$ cat config.mk
export PLATFORM = sky130hd
export DESIGN_NAME = rw_retire_sched
export DESIGN_NICKNAME = d
export VERILOG_FILES = /design/src/rtl/rw_retire_sched.sv
export SDC_FILE = /design/constraint.sdc
export NUM_CORES = 1
export LEC_CHECK = 0
export ABC_AREA = 1
export ABC_CLOCK_PERIOD_IN_PS = 5340
export CAP_MARGIN = 20
export CORE_ASPECT_RATIO = 1.5
export CORE_MARGIN = 2
export CORE_UTILIZATION = 52
export DETAILED_ROUTE_END_ITERATION = 8
export PLACE_DENSITY = 0.68
export SYNTH_ARGS = -nofsm -noshare
export SYNTH_HDL_FRONTEND = slang
export SYNTH_SLANG_ARGS = --single-unit
$ cat constraint.sdc
create_clock -name clk -period 5.34 [get_ports clk]
set_input_delay 1.068 -clock clk [delete_from_list [all_inputs] [get_ports clk]]
set_output_delay 1.068 -clock clk [all_outputs]
set_load 0.005 [all_outputs]
$ cat src/rtl/rw_retire_sched.sv
// In-order retire FIFO: holds solver insert locations for a fixed window, then deletes them.
// Optional RW_RETIRE_FLUSH_EN adds a flush input that makes every head due at once.
module rw_retire_sched #(
  parameter int LOC_WIDTH   = 6,
  parameter int DEPTH       = 16,
  parameter int HOLD_CYCLES = 8,
  parameter int TS_WIDTH    = 16
) (
  input  logic                         clk,
  input  logic                         rst,
  input  logic                         valid_in,
  input  logic                         insert_success,
  input  logic [LOC_WIDTH-1:0]         insert_loc,
  output logic                         in_ready,
  input  logic                         del_ready,
  output logic                         valid_delete,
  output logic [LOC_WIDTH-1:0]         del_loc_out,
  output logic [$clog2(DEPTH):0]       occupancy,
`ifdef RW_RETIRE_FLUSH_EN
  input  logic                         flush,
`endif
  output logic                         overflow_err
);

  localparam int AW = $clog2(DEPTH);
  localparam int CW = AW + 1;
  localparam logic [TS_WIDTH-1:0] LP_DUE =
    TS_WIDTH'(HOLD_CYCLES - 1);

  logic [LOC_WIDTH-1:0] r_loc_mem [DEPTH];
  logic [TS_WIDTH-1:0]  r_ts_mem  [DEPTH];

  logic [AW-1:0]        r_wr;
  logic [AW-1:0]        r_rd;
  logic [CW-1:0]        r_count;
  logic [TS_WIDTH-1:0]  r_now;
  logic                 r_valid;
  logic [LOC_WIDTH-1:0] r_loc;
  logic                 r_ovf;

  logic                 w_stall;
  logic                 w_consume;
  logic                 w_empty;
  logic                 w_full;
  logic                 w_force;
  logic [TS_WIDTH-1:0]  w_age;
  logic                 w_due;
  logic                 w_pop;
  logic                 w_push_req;
  logic                 w_push;
  logic                 w_drop;
  logic [TS_WIDTH-1:0]  w_now_nxt;

`ifdef RW_RETIRE_FLUSH_EN
  assign w_force = flush;
`else
  assign w_force = 1'b0;
`endif

  assign w_stall    = r_valid & ~del_ready;
  assign w_consume  = ~w_stall;
  assign w_empty    = (r_count == '0);
  assign w_full     = (r_count == CW'(DEPTH));
  assign w_age      = r_now - r_ts_mem[r_rd];
  assign w_due      = ~w_empty & (w_force | (w_age >= LP_DUE));
  assign w_pop      = w_consume & w_due;
  assign w_push_req = valid_in & insert_success;
  assign w_push     = w_push_req & (~w_full | w_pop);
  assign w_drop     = w_push_req & w_full & ~w_pop;
  assign w_now_nxt  = w_stall ? r_now : r_now + TS_WIDTH'(1);

  // Entries are stamped with the time the counter holds after the
  // capture edge, so the retire lands exactly HOLD_CYCLES edges later.
  always_ff @(posedge clk) begin
    if (w_push) begin
      r_loc_mem[r_wr] <= insert_loc;
      r_ts_mem[r_wr]  <= w_now_nxt;
    end
  end

  always_ff @(posedge clk) begin
    if (rst) begin
      r_wr    <= '0;
      r_rd    <= '0;
      r_count <= '0;
      r_now   <= '0;
      r_valid <= 1'b0;
      r_loc   <= '0;
      r_ovf   <= 1'b0;
    end else begin
      r_now <= w_now_nxt;
      if (w_push)
        r_wr <= r_wr + AW'(1);
      if (w_pop)
        r_rd <= r_rd + AW'(1);
      unique case ({w_push, w_pop})
        2'b10:   r_count <= r_count + CW'(1);
        2'b01:   r_count <= r_count - CW'(1);
        default: r_count <= r_count;
      endcase
      if (w_pop) begin
        r_valid <= 1'b1;
        r_loc   <= r_loc_mem[r_rd];
      end else if (w_consume) begin
        r_valid <= 1'b0;
      end
      if (w_drop)
        r_ovf <= 1'b1;
    end
  end

  assign in_ready     = ~w_full;
  assign valid_delete = r_valid;
  assign del_loc_out  = r_loc;
  assign occupancy    = r_count;
  assign overflow_err = r_ovf;

endmodule
==> summary.txt <==
Outcome
  – Outcome: finished, final reports clean

Global route
  – First-pass GRT wire length: around 64 mm
  – Antenna violations before repair: 0
  – Total GRT Usage: between 20% and 30%
  – Pin count of the biggest net entering global routing: just under 80
  – Grt ovf: 0
  – Vias in the first global route: 11200

Worst setup path
  – Critical path arrival: 5.32 ns
  – Worst Path Required: 5.76 ns
  – Crit Path Max Fanout: 34
  – CP max stage delay: between 0.4 and 0.5 ns
  – CP top delay family: simple AND/OR/NAND/NOR gates
  – Worst Path Buf+Inv: 6
  – CP Capture Type: register
  – CP max-delay cell: ha_1
  – Cells on worst reg2reg path: 30
  – Worst Setup Start Kind: register
  – Reg-to-reg endpoint: occupancy[4]$_SDFFE_PP0P_
  – R2R setup slack: ~0.44 ns
  – Kind of critical path: register to register
  – Crit path top cell by count: nand2_1

Synth
  – Ys Warns: 0
  – Syn nets: between 1000 and 1500
  – Post-Syn Area: about 0.017 mm^2
  – Netlist cell types: 44
  – Avg Inst Size Synth: between 10 and 15 um^2
  – Post-synthesis sequential area ratio: between 60% and 70%
  – Mapped Cells: between 1000 and 1500
  – Seq cells post-synth: a little under 400

Power
  – Static Leak: ~6.6 nW
  – Maximum VDD drop: 0.000321 V
  – Cell Pwr Density: about 460 mW/mm^2

Placement
  – Final RePlAce weighted congestion: 0.975
  – IO buf count: 24
  – Final HPWL DP: around 26 mm

Worst hold path
  – Hold EP: overflow_err$_SDFFE_PP0P_
  – Worst Min Path Start: overflow_err$_SDFFE_PP0P_
  – Hold path cells: 2
  – Hold WC Path Type: register to register

Run
  – Max-cap violations: 0

STA
  – Worst-Margin Slew: 1.10 ns
  – Slew HR: a little over a quarter
  – Minimum clock period: between 4 and 5 ns
  – Final setup fails: 0
  – Fmax: between 200 and 250 MHz
  – Final period utilization: about nine tenths
  – Skew final: about 0.014 ns
  – Final Hold Viols: 0
  – Final TNS setup: 0 ns
  – Max Slew Vio Count: 0
  – RSZ-0062 raised after global routing: no

Clocking
  – Clk Latency, worst-skew pair: roughly 0.54 ns
  – Post-CTS Setup Repair Bufs: 0
  – Root buffer cell: clkbuf_16
  – H-tree depth: 2
  – CTS buffer count: 37
  – CTS clk-pin slew, worst paths: about 0.060 ns
  – Total clock sinks: 393
  – Worst-case clock buffer depth: 3
  – Post-CTS Hold Fix Bufs: 0
  – TritonCTS clock tree: done

Floorplanning
  – Core Box Area: about 0.032 mm^2
  – Die height: approximately 220 um
  – IO Pins: 25
  – Starting Density: between 50 and 60%
  – Rows: 80
  – Die Span X: approximately 150 um
  – Die area: ~0.033 mm^2

Detailed routing
  – Routed length per instance: between 20 and 25 um
  – Via density: between 5 and 6
  – Routed Antenna Nets: 0
  – Residual DRC: 0
  – DRT Pass-1 Iters: 5
  – Vias: ~11000
  – Total wire length: between 40 and 50 mm
  – Iter 0 DRT Violations: 711

Cells and area
  – Most frequent cells in the layout: edfxtp_1 (352), nor2_1 (199), nand2_1 (180), o21ai_0 (163), inv_1 (104)
  – Final nets: between 1500 and 2000
  – Reg area: roughly 0.011 mm^2
  – Fill cells: between 2000 and 3000
  – Commonest non-fill, non-tap cell in the layout: edfxtp_1
  – Area of the multi-input gates: 0.00455 mm^2
  – Final Core Density: about three fifths
  – Layout cell share with drive strength beyond 1: approximately a tenth
  – # diodes: 0
  – Area Overhead vs Synth: 12.5%
-- sequential cells by signal, summed over array words and instances, names as in the netlist, named ones only --
name          cells
overflow_err      1
del_loc_out       6
r_now            16
r_loc_mem        96
r_wr              4
r_ts_mem        256
valid_delete      1
occupancy         5
r_rd              4
-- cells in the mapped netlist, drive strengths merged --
library cell | n | area, um^2
o21a | 1 | 7.51
a21oi | 31 | 174
edfxtp | 352 | 10600
a221oi | 1 | 8.76
nor4 | 4 | 25.0
mux2i | 1 | 10.0
o21bai | 2 | 15.0
o211ai | 15 | 113
o221ai | 54 | 473
xnor2 | 4 | 35.0
inv | 109 | 414
o22ai | 18 | 113
ha | 24 | 300
buf | 13 | 75.1
nor3 | 7 | 45.0
fa | 2 | 40.0
o21ai | 164 | 821
or2 | 3 | 18.8
and2 | 6 | 37.5
dfxtp | 41 | 821
clkbuf | 58 | 218
clkinv | 2 | 7.51
nand3b | 3 | 22.5
nand4 | 13 | 81.3
nor2 | 220 | 838
a31oi | 7 | 43.8
nand2 | 192 | 766
nand3 | 74 | 398
o2111ai | 3 | 26.3
xor2 | 10 | 87.6
a41oi | 1 | 8.76
-- worst reg2reg max path, delay by kind of cell, from the launching register on --
family,cells,cell delay (ns)
AO/OA/AOI/OAI,6,0.94
adder cells (fa/ha/maj),2,0.68
buffers and inverters,6,1.27
flip-flops,1,0.35
AND/OR/NAND/NOR,16,1.56
-- worst max path at each step --
stage | start | end | slack, ns | cells past startpoint
after floorplan | register | r_loc_mem[0][0]$_DFFE_PP_ | 0.77 | 24
after global placement | register | occupancy[4]$_SDFFE_PP0P_ | 0.46 | 31
after detailed placement | register | occupancy[4]$_SDFFE_PP0P_ | 0.41 | 30
after CTS | register | occupancy[4]$_SDFFE_PP0P_ | 0.37 | 30
after global routing | register | occupancy[4]$_SDFFE_PP0P_ | 0.06 | 31
final | register | occupancy[4]$_SDFFE_PP0P_ | 0.44 | 30
-- power by group --
part	switching [mW]	leakage, nW	internal [mW]
clock network	1.08	0.545	1.39
logic	1.70	2.53	0.815
registers	0.101	3.53	3.45
-- per-stage QoR --
step / cell area, um^2 / cells / power (mW) / hold slack (ns) / worst slack (ns)
2_1_floorplan: 16600 / 1435 / 5.30 / 0.461 / 0.770
3_3_place_gp: 17500 / 1844 / 6.07 / 0.471 / 0.458
3_5_place_dp: 17500 / 1845 / 6.10 / 0.484 / 0.412
4_1_cts: 18700 / 1910 / 8.56 / 0.497 / 0.373
5_1_grt: 18700 / 1913 / 8.95 / 0.544 / 0.0596
6_report: 18700 / 1913 / 8.54 / 0.491 / 0.443
-- metal layers --
layer	wire, um	share of wire (%)	GRT usage [%]	vias up
li1	-	-	-	5207
met3	1920	4.6	2.76	148
met1	15700	37	29.5	5524
met5	0	0	0	-
met2	22400	53	45.8	402
met4	2130	5.0	13.2	0
-- what timing repair did --
item,4_1_cts,5_1_grt
resized for setup,0,3
hold endpoints to repair,0,0
endpoints found under the setup margin,0,1
-- cell families (layout without fill, tap and decap cells) --
| family | Yosys count | count (layout) | synth area share (%) |
|---|---|---|---|
| compound gates | 297 | 297 | 10.9 |
| xor+xnor | 14 | 14 | 0.738 |
| fa+ha+maj | 26 | 26 | 2.05 |
| buf+inv | 182 | 250 | 4.30 |
| flops | 393 | 393 | 68.6 |
| mux | 1 | 1 | 0.0603 |
| simple gates | 522 | 522 | 13.4 |
-- area by class of cell --
type | instances | area share, %
repair buffers | 74 | 3.68
clock buffers | 53 | 5.49
flip-flops and latches | 393 | 61.0
inverters | 111 | 2.29
clock inverters | 12 | 0.502
well taps | 410 | 2.74
multi-input cells | 860 | 24.3
No activity file was read; power rests on OpenSTA's default activity.
